===== src/rtl/audio_play_gain.sv =====
// Playback conditioning stage: per-channel Q2.8 gain with rounding and saturation,
// a soft-mute/gain ramp and windowed peak meters, using the wren/full handshake on both sides.
module audio_play_gain #(
  parameter int GAIN_W      = 10,
  parameter int RAMP_STEP   = 16,
  parameter int PEAK_WINDOW = 4800
) (
  input  logic              bus_clk,
  input  logic              quiesce,
  input  logic              in_wren,
  input  logic [31:0]       in_data,
  output logic              in_full,
  output logic              out_wren,
  output logic [31:0]       out_data,
  input  logic              out_full,
  input  logic [GAIN_W-1:0] gain_left,
  input  logic [GAIN_W-1:0] gain_right,
  input  logic              mute,
  output logic [14:0]       peak_left,
  output logic [14:0]       peak_right,
  output logic              overrun
);

  localparam int PW = 16 + GAIN_W + 1;
  localparam logic signed [GAIN_W+1:0] STEP_D  = (GAIN_W+2)'(RAMP_STEP);
  localparam logic [GAIN_W-1:0]        STEP_G  = GAIN_W'(RAMP_STEP);
  localparam logic signed [PW-1:0]     ROUND_C = PW'(128);
  localparam logic signed [PW-1:0]     SAT_MAX = PW'(32767);
  localparam logic signed [PW-1:0]     SAT_MIN = PW'(-32768);
  localparam logic [15:0]              WIN_LAST = 16'(PEAK_WINDOW - 1);

  function automatic logic [GAIN_W-1:0] ramp_to(input logic [GAIN_W-1:0] eff,
                                                input logic [GAIN_W-1:0] target);
    logic signed [GAIN_W+1:0] diff;
    diff = $signed({2'b00, target}) - $signed({2'b00, eff});
    if (diff > STEP_D)       ramp_to = eff + STEP_G;
    else if (diff < -STEP_D) ramp_to = eff - STEP_G;
    else                     ramp_to = target;
  endfunction

  function automatic logic signed [PW-1:0] scale(input logic [15:0] s,
                                                 input logic [GAIN_W-1:0] g);
    logic signed [PW-1:0] a;
    logic signed [PW-1:0] b;
    a = PW'($signed(s));
    b = PW'($signed({1'b0, g}));
    scale = a * b;
  endfunction

  // Round half up in Q2.8, then clamp into the 16-bit sample range.
  function automatic logic [15:0] round_sat(input logic signed [PW-1:0] p);
    logic signed [PW-1:0] r;
    r = (p + ROUND_C) >>> 8;
    if (r > SAT_MAX)      round_sat = 16'h7FFF;
    else if (r < SAT_MIN) round_sat = 16'h8000;
    else                  round_sat = r[15:0];
  endfunction

  function automatic logic [14:0] mag(input logic [15:0] s);
    logic [15:0] n;
    n = -s;
    if (s == 16'h8000) mag = 15'h7FFF;
    else if (s[15])    mag = n[14:0];
    else               mag = s[14:0];
  endfunction

  logic                    s1_valid;
  logic                    s2_valid;
  logic signed [PW-1:0]    s1_prod_l;
  logic signed [PW-1:0]    s1_prod_r;
  logic [GAIN_W-1:0]       eff_l;
  logic [GAIN_W-1:0]       eff_r;
  logic [GAIN_W-1:0]       tgt_l;
  logic [GAIN_W-1:0]       tgt_r;
  logic                    s1_load;
  logic                    s2_load;
  logic                    accept;
  logic [15:0]             win_cnt;
  logic [14:0]             acc_l;
  logic [14:0]             acc_r;
  logic [14:0]             mag_l;
  logic [14:0]             mag_r;
  logic [14:0]             hi_l;
  logic [14:0]             hi_r;

  assign out_wren = s2_valid & ~out_full;
  assign s2_load  = s1_valid & (~s2_valid | out_wren);
  assign s1_load  = ~s1_valid | s2_load;
  assign in_full  = ~s1_load;
  assign accept   = in_wren & s1_load;

  always_comb begin
    tgt_l = mute ? '0 : gain_left;
    tgt_r = mute ? '0 : gain_right;
    mag_l = mag(out_data[31:16]);
    mag_r = mag(out_data[15:0]);
    hi_l  = (mag_l > acc_l) ? mag_l : acc_l;
    hi_r  = (mag_r > acc_r) ? mag_r : acc_r;
  end

  // The product uses the gain held before this word's ramp update.
  always_ff @(posedge bus_clk) begin
    if (quiesce) begin
      s1_valid  <= 1'b0;
      s1_prod_l <= '0;
      s1_prod_r <= '0;
      eff_l     <= '0;
      eff_r     <= '0;
    end else if (s1_load) begin
      s1_valid <= accept;
      if (accept) begin
        s1_prod_l <= scale(in_data[31:16], eff_l);
        s1_prod_r <= scale(in_data[15:0], eff_r);
        eff_l     <= ramp_to(eff_l, tgt_l);
        eff_r     <= ramp_to(eff_r, tgt_r);
      end
    end
  end

  always_ff @(posedge bus_clk) begin
    if (quiesce) begin
      s2_valid <= 1'b0;
      out_data <= '0;
      overrun  <= 1'b0;
    end else begin
      if (s2_load) begin
        s2_valid <= 1'b1;
        out_data <= {round_sat(s1_prod_l), round_sat(s1_prod_r)};
      end else if (out_wren) begin
        s2_valid <= 1'b0;
      end
      if (in_wren & in_full) overrun <= 1'b1;
    end
  end

  // The publishing word itself still competes with the accumulated maximum.
  always_ff @(posedge bus_clk) begin
    if (quiesce) begin
      win_cnt    <= '0;
      acc_l      <= '0;
      acc_r      <= '0;
      peak_left  <= '0;
      peak_right <= '0;
    end else if (out_wren) begin
      if (win_cnt == WIN_LAST) begin
        peak_left  <= hi_l;
        peak_right <= hi_r;
        acc_l      <= '0;
        acc_r      <= '0;
        win_cnt    <= '0;
      end else begin
        acc_l   <= hi_l;
        acc_r   <= hi_r;
        win_cnt <= win_cnt + 16'd1;
      end
    end
  end

endmodule

===== config.mk =====
export PLATFORM = sky130hd
export DESIGN_NAME = audio_play_gain
export DESIGN_NICKNAME = d
export VERILOG_FILES = /design/src/rtl/audio_play_gain.sv
export SDC_FILE = /design/constraint.sdc
export NUM_CORES = 1
export LEC_CHECK = 0
export ABC_AREA = 1
export BUFFER_PORTS_ARGS = -buffer_cell sky130_fd_sc_hd__buf_2
export CAP_MARGIN = 5
export CORE_MARGIN = 2
export CORE_UTILIZATION = 35
export CTS_CLUSTER_DIAMETER = 50
export DETAILED_ROUTE_END_ITERATION = 8
export GPL_TIMING_DRIVEN = 0
export PLACE_DENSITY = 0.6
export SLEW_MARGIN = 40
export SYNTH_ARGS = -nofsm -noshare
export SYNTH_HDL_FRONTEND = slang
export SYNTH_SLANG_ARGS = --single-unit
export TNS_END_PERCENT = 10

===== constraint.sdc =====
create_clock -name bus_clk -period 6 [get_ports bus_clk]
set_input_delay 0.3 -clock bus_clk [delete_from_list [all_inputs] [get_ports bus_clk]]
set_output_delay 0.3 -clock bus_clk [all_outputs]
set_load 0.1 [all_outputs]

==> flow_metrics.py <==
metrics = {
    "sta": {
        "slew_headroom": 0.4821,
        "finalHoldViolCount": 0,
        "fin_crit_sh": 0.9467,
        "fmax_mhz": 176.1,
        "setup_viol": 0,
        "period_needed_ps": 5680,
        "rsz0062_at_grt": "yes",
        "slew_violations": 0,
        "fin_skew_ps": 14.63,
        "finalSetupTns_ps": 0,
        "tightest_slew_ps": 776.8,
    },
    "yosys": {
        "seq_area_frac_synth": 0.1428,
        "syn_area_per_cell_sq_um": 6.820,
        "yosys-top-cells-area": "fa_1, dfxtp_1, nand2_1, inv_1, ha_1",
        "synth.largest_area_cell": "fa_1",
        "syn-instance-count": 3516,
        "synth_ff_type": "dfxtp_1",
        "ys_ff_latch": 171,
        "synth_top_cell_area_share": 0.2421,
        "yosys_warnings": 0,
        "synthArstFlopShare": 0,
        "synth.distinct_cells": 53,
        "synth_edf_count": 0,
        "syn_nets": 4038,
        "synthesis.area_sq_um": 23980,
    },
    "job": {
        "cap_violations": 0,
    },
    "power": {
        "power-per-cell-area_nw_per_um2": 357.6,
        "power_switching_uw": 5198,
        "p_int_uw": 4142,
        "ir_drop_v": 0.0001968,
        "p_comb_frac": 0.714,
        "p_leak_uw": 0.01443,
        "clockPowerShare": 0.122,
        "pwr-share-seq": 0.165,
        "power.total_uw": 9340,
        "sw_frac_of_total": 0.5565,
    },
    "worst_setup_path": {
        "reg2reg_slack_ps": 320,
        "crit_path_end_kind": "flop",
        "rr_startpoint": "eff_l[7]",
        "start_kind": "flop",
        "critPathMaxFanout": 10,
        "worstReg2RegEnd": "s1_prod_l[25]",
        "critPathRequiredTime_ps": 6390,
        "worstSetupPathType": "reg2reg",
        "crit_slowest_cell": "fa_1",
        "crit_path_cell_trace": "buf_2, clkbuf_2, nand2_1, fa_1, inv_1, fa_1, fa_1, fa_1, inv_1, fa_1, inv_1, ha_1, a21oi_1, o21ai_0, inv_1, o21ai_0, a31oi_1, nand2_1, nand2_1, nand3_1, nand2_1, inv_1",
        "worstPathArrival_ps": 6070,
        "slowest_delay_ps": 550,
        "startpoint": "eff_l[7]",
        "r2r_cells": 22,
    },
    "clock_tree": {
        "clk_latency_ps": 490,
        "holdBufCountCts": 0,
        "postCtsSetupRepairBufs": 0,
        "cts_tree": "yes",
        "htree_num_levels": 4,
        "cts_root_buffer": "clkbuf_16",
        "clkTransAtPathRegs_ps": 70,
        "clkSinkCount": 171,
        "numCtsBuffers": 17,
        "ctsLongestPathBuffers": 2,
    },
    "grt": {
        "grt_first_pass_wirelength_um": 109300,
        "grt_max_degree": 19,
        "grt_usage": 0.1933,
        "first_global_vias": 21020,
        "grt_overflow": 0,
        "antenna_found_initial": 0,
    },
    "floorplanning": {
        "rows": 95,
        "die_area_sq_um": 70630,
        "core_area_sq_um": 67510,
        "io_pins": 122,
        "die_x_um": 265.8,
        "initial_core_util": 0.3552,
        "die_y_um": 265.8,
    },
    "route": {
        "drtIter0Drc": 1282,
        "viasPerCell": 4.699,
        "drt-wirelength-per-cell_um": 14.51,
        "vias": 21150,
        "wl_um": 65320,
        "drc": 0,
        "drtPass1Iterations": 5,
        "drtAntennaViolNets": 0,
    },
    "placement": {
        "port_buffers": 88,
        "hpwl_um": 54640,
        "gp_congestion": 0.9058,
    },
    "min_path": {
        "min-delay-start": "gain_left[0]",
        "hp-class": "in2reg",
        "hold_end": "eff_l[0]",
        "holdPathStages": 3,
    },
    "final_layout": {
        "layout.nets": 4137,
        "synthToLayoutAreaGrowth_pct": 8.917,
        "drive_above_1_share": 0.05871,
        "num_antenna_cells": 0,
    },
    "outcome": {
        "status": "complete, no violations",
    },
}
## through the flow
step	setup slack, ps	cells	instance area (sq um)	hold WS, ps	utilization
finish	319.9	4501	26120	69.73	0.3869
global route	-18.76	4501	26120	78.72	0.3869
detailed placement	-314.3	4477	25510	435.7	0.3779
CTS	35.42	4509	26120	40.76	0.3869
floorplan	795.5	3516	23980	442.8	-
global placement	-300.5	4477	25510	432.2	0.3779
## cells by family after synthesis
logic type,Yosys count,share of synthesized area
AO/OA/AOI/OAI,352,0.07983
XOR/XNOR,89,0.03251
adder cells (fa/ha/maj),465,0.3334
buffers and inverters,955,0.1513
flip-flops,171,0.1428
AND/OR/NAND/NOR,1484,0.2603
## worst max-delay path by stage
stage               endpoint  slack (ps)  cells past startpoint
2_1_floorplan  s1_prod_l[20]         800                     23
3_3_place_gp   s1_prod_l[18]        -300                     23
3_5_place_dp   s1_prod_l[20]        -310                     24
4_1_cts        s1_prod_l[20]          40                     23
5_1_grt        s1_prod_l[20]         -20                     24
6_report       s1_prod_l[25]         320                     22
## layout by cell type, fill, tap and decap left out, drive strengths merged, types with 4 or more instances in the layout
cell type / instances
a21o: 10
a21oi: 177
a31oi: 4
buf: 112
clkbuf: 111
clkinv: 9
dfxtp: 171
fa: 290
ha: 175
inv: 833
nand2: 891
nand3: 189
nand3b: 11
nand4: 34
nor2: 287
nor3: 47
nor4: 13
o211ai: 5
o21a: 7
o21ai: 128
o21bai: 6
or2: 7
xnor2: 25
xor2: 64
## worst max-delay path, delay by kind of cell, from the launching register on
family          cells  cell delay (ps)
simple gates        5              490
flops               1              350
compound gates      4              800
fa+ha+maj           6             2980
buf+inv             7              960
## cell usage after synthesis, drive strengths merged (5+ instances only)
master and instances:
nand2 891, inv 826, fa 290, nor2 287, nand3 189, a21oi 177
ha 175, dfxtp 171, o21ai 128, clkbuf 98, xor2 64, nor3 47
nand4 34, buf 27, xnor2 25, nor4 13, nand3b 11, a21o 10
o21a 7, or2 7, o21bai 6, o211ai 5
## per-layer routing
layer | up-vias | share of wire | global-route usage | wire, um
li1 | 10780 | - | - | -
met1 | 9926 | 0.49 | 0.2658 | 31960
met2 | 390 | 0.45 | 0.3206 | 29650
met3 | 54 | 0.041 | 0.02856 | 2682
met4 | 0 | 0.016 | 0.04327 | 1032
met5 | - | 0 | 0 | 0
## cell type report
type	instances	area, sq um
Sequential cell	171	3425
Timing Repair Buffer	88	440.4
Inverter	830	3115
Buffer	117	515.5
Tap cell	873	1092
Multi-Input combinational cell	2390	16940
Fill cell	7341	41400
Clock buffer	18	439.2
Clock inverter	14	151.4
## state kept, by name, indices dropped and copies added (netlist names)
signal      count
s1_prod_l      20
s1_valid        1
acc_r          15
eff_r          10
win_cnt        16
s2_valid        1
peak_right     15
s1_prod_r      20
eff_l          10
acc_l          15
peak_left      15
overrun         1
out_data       32
## power groups by stage
| stage | sequential [uW] | combinational (uW) | clock (uW) |
|---|---|---|---|
| 6_report | 1540 | 6660 | 1140 |
| 5_1_grt | 1570 | 7730 | 1210 |
| 4_1_cts | 1510 | 6740 | 1170 |
| 3_5_place_dp | 1540 | 6700 | 0 |
| 3_3_place_gp | 1540 | 6640 | 0 |
| 2_1_floorplan | 1670 | 4930 | 0 |
## repair_timing
item | 4_1_cts | 5_1_grt
gates resized for setup | 9 | 34
gates cloned | 0 | 0
setup endpoints to repair | 14 | 28
Power figures use the tool's default switching activity.
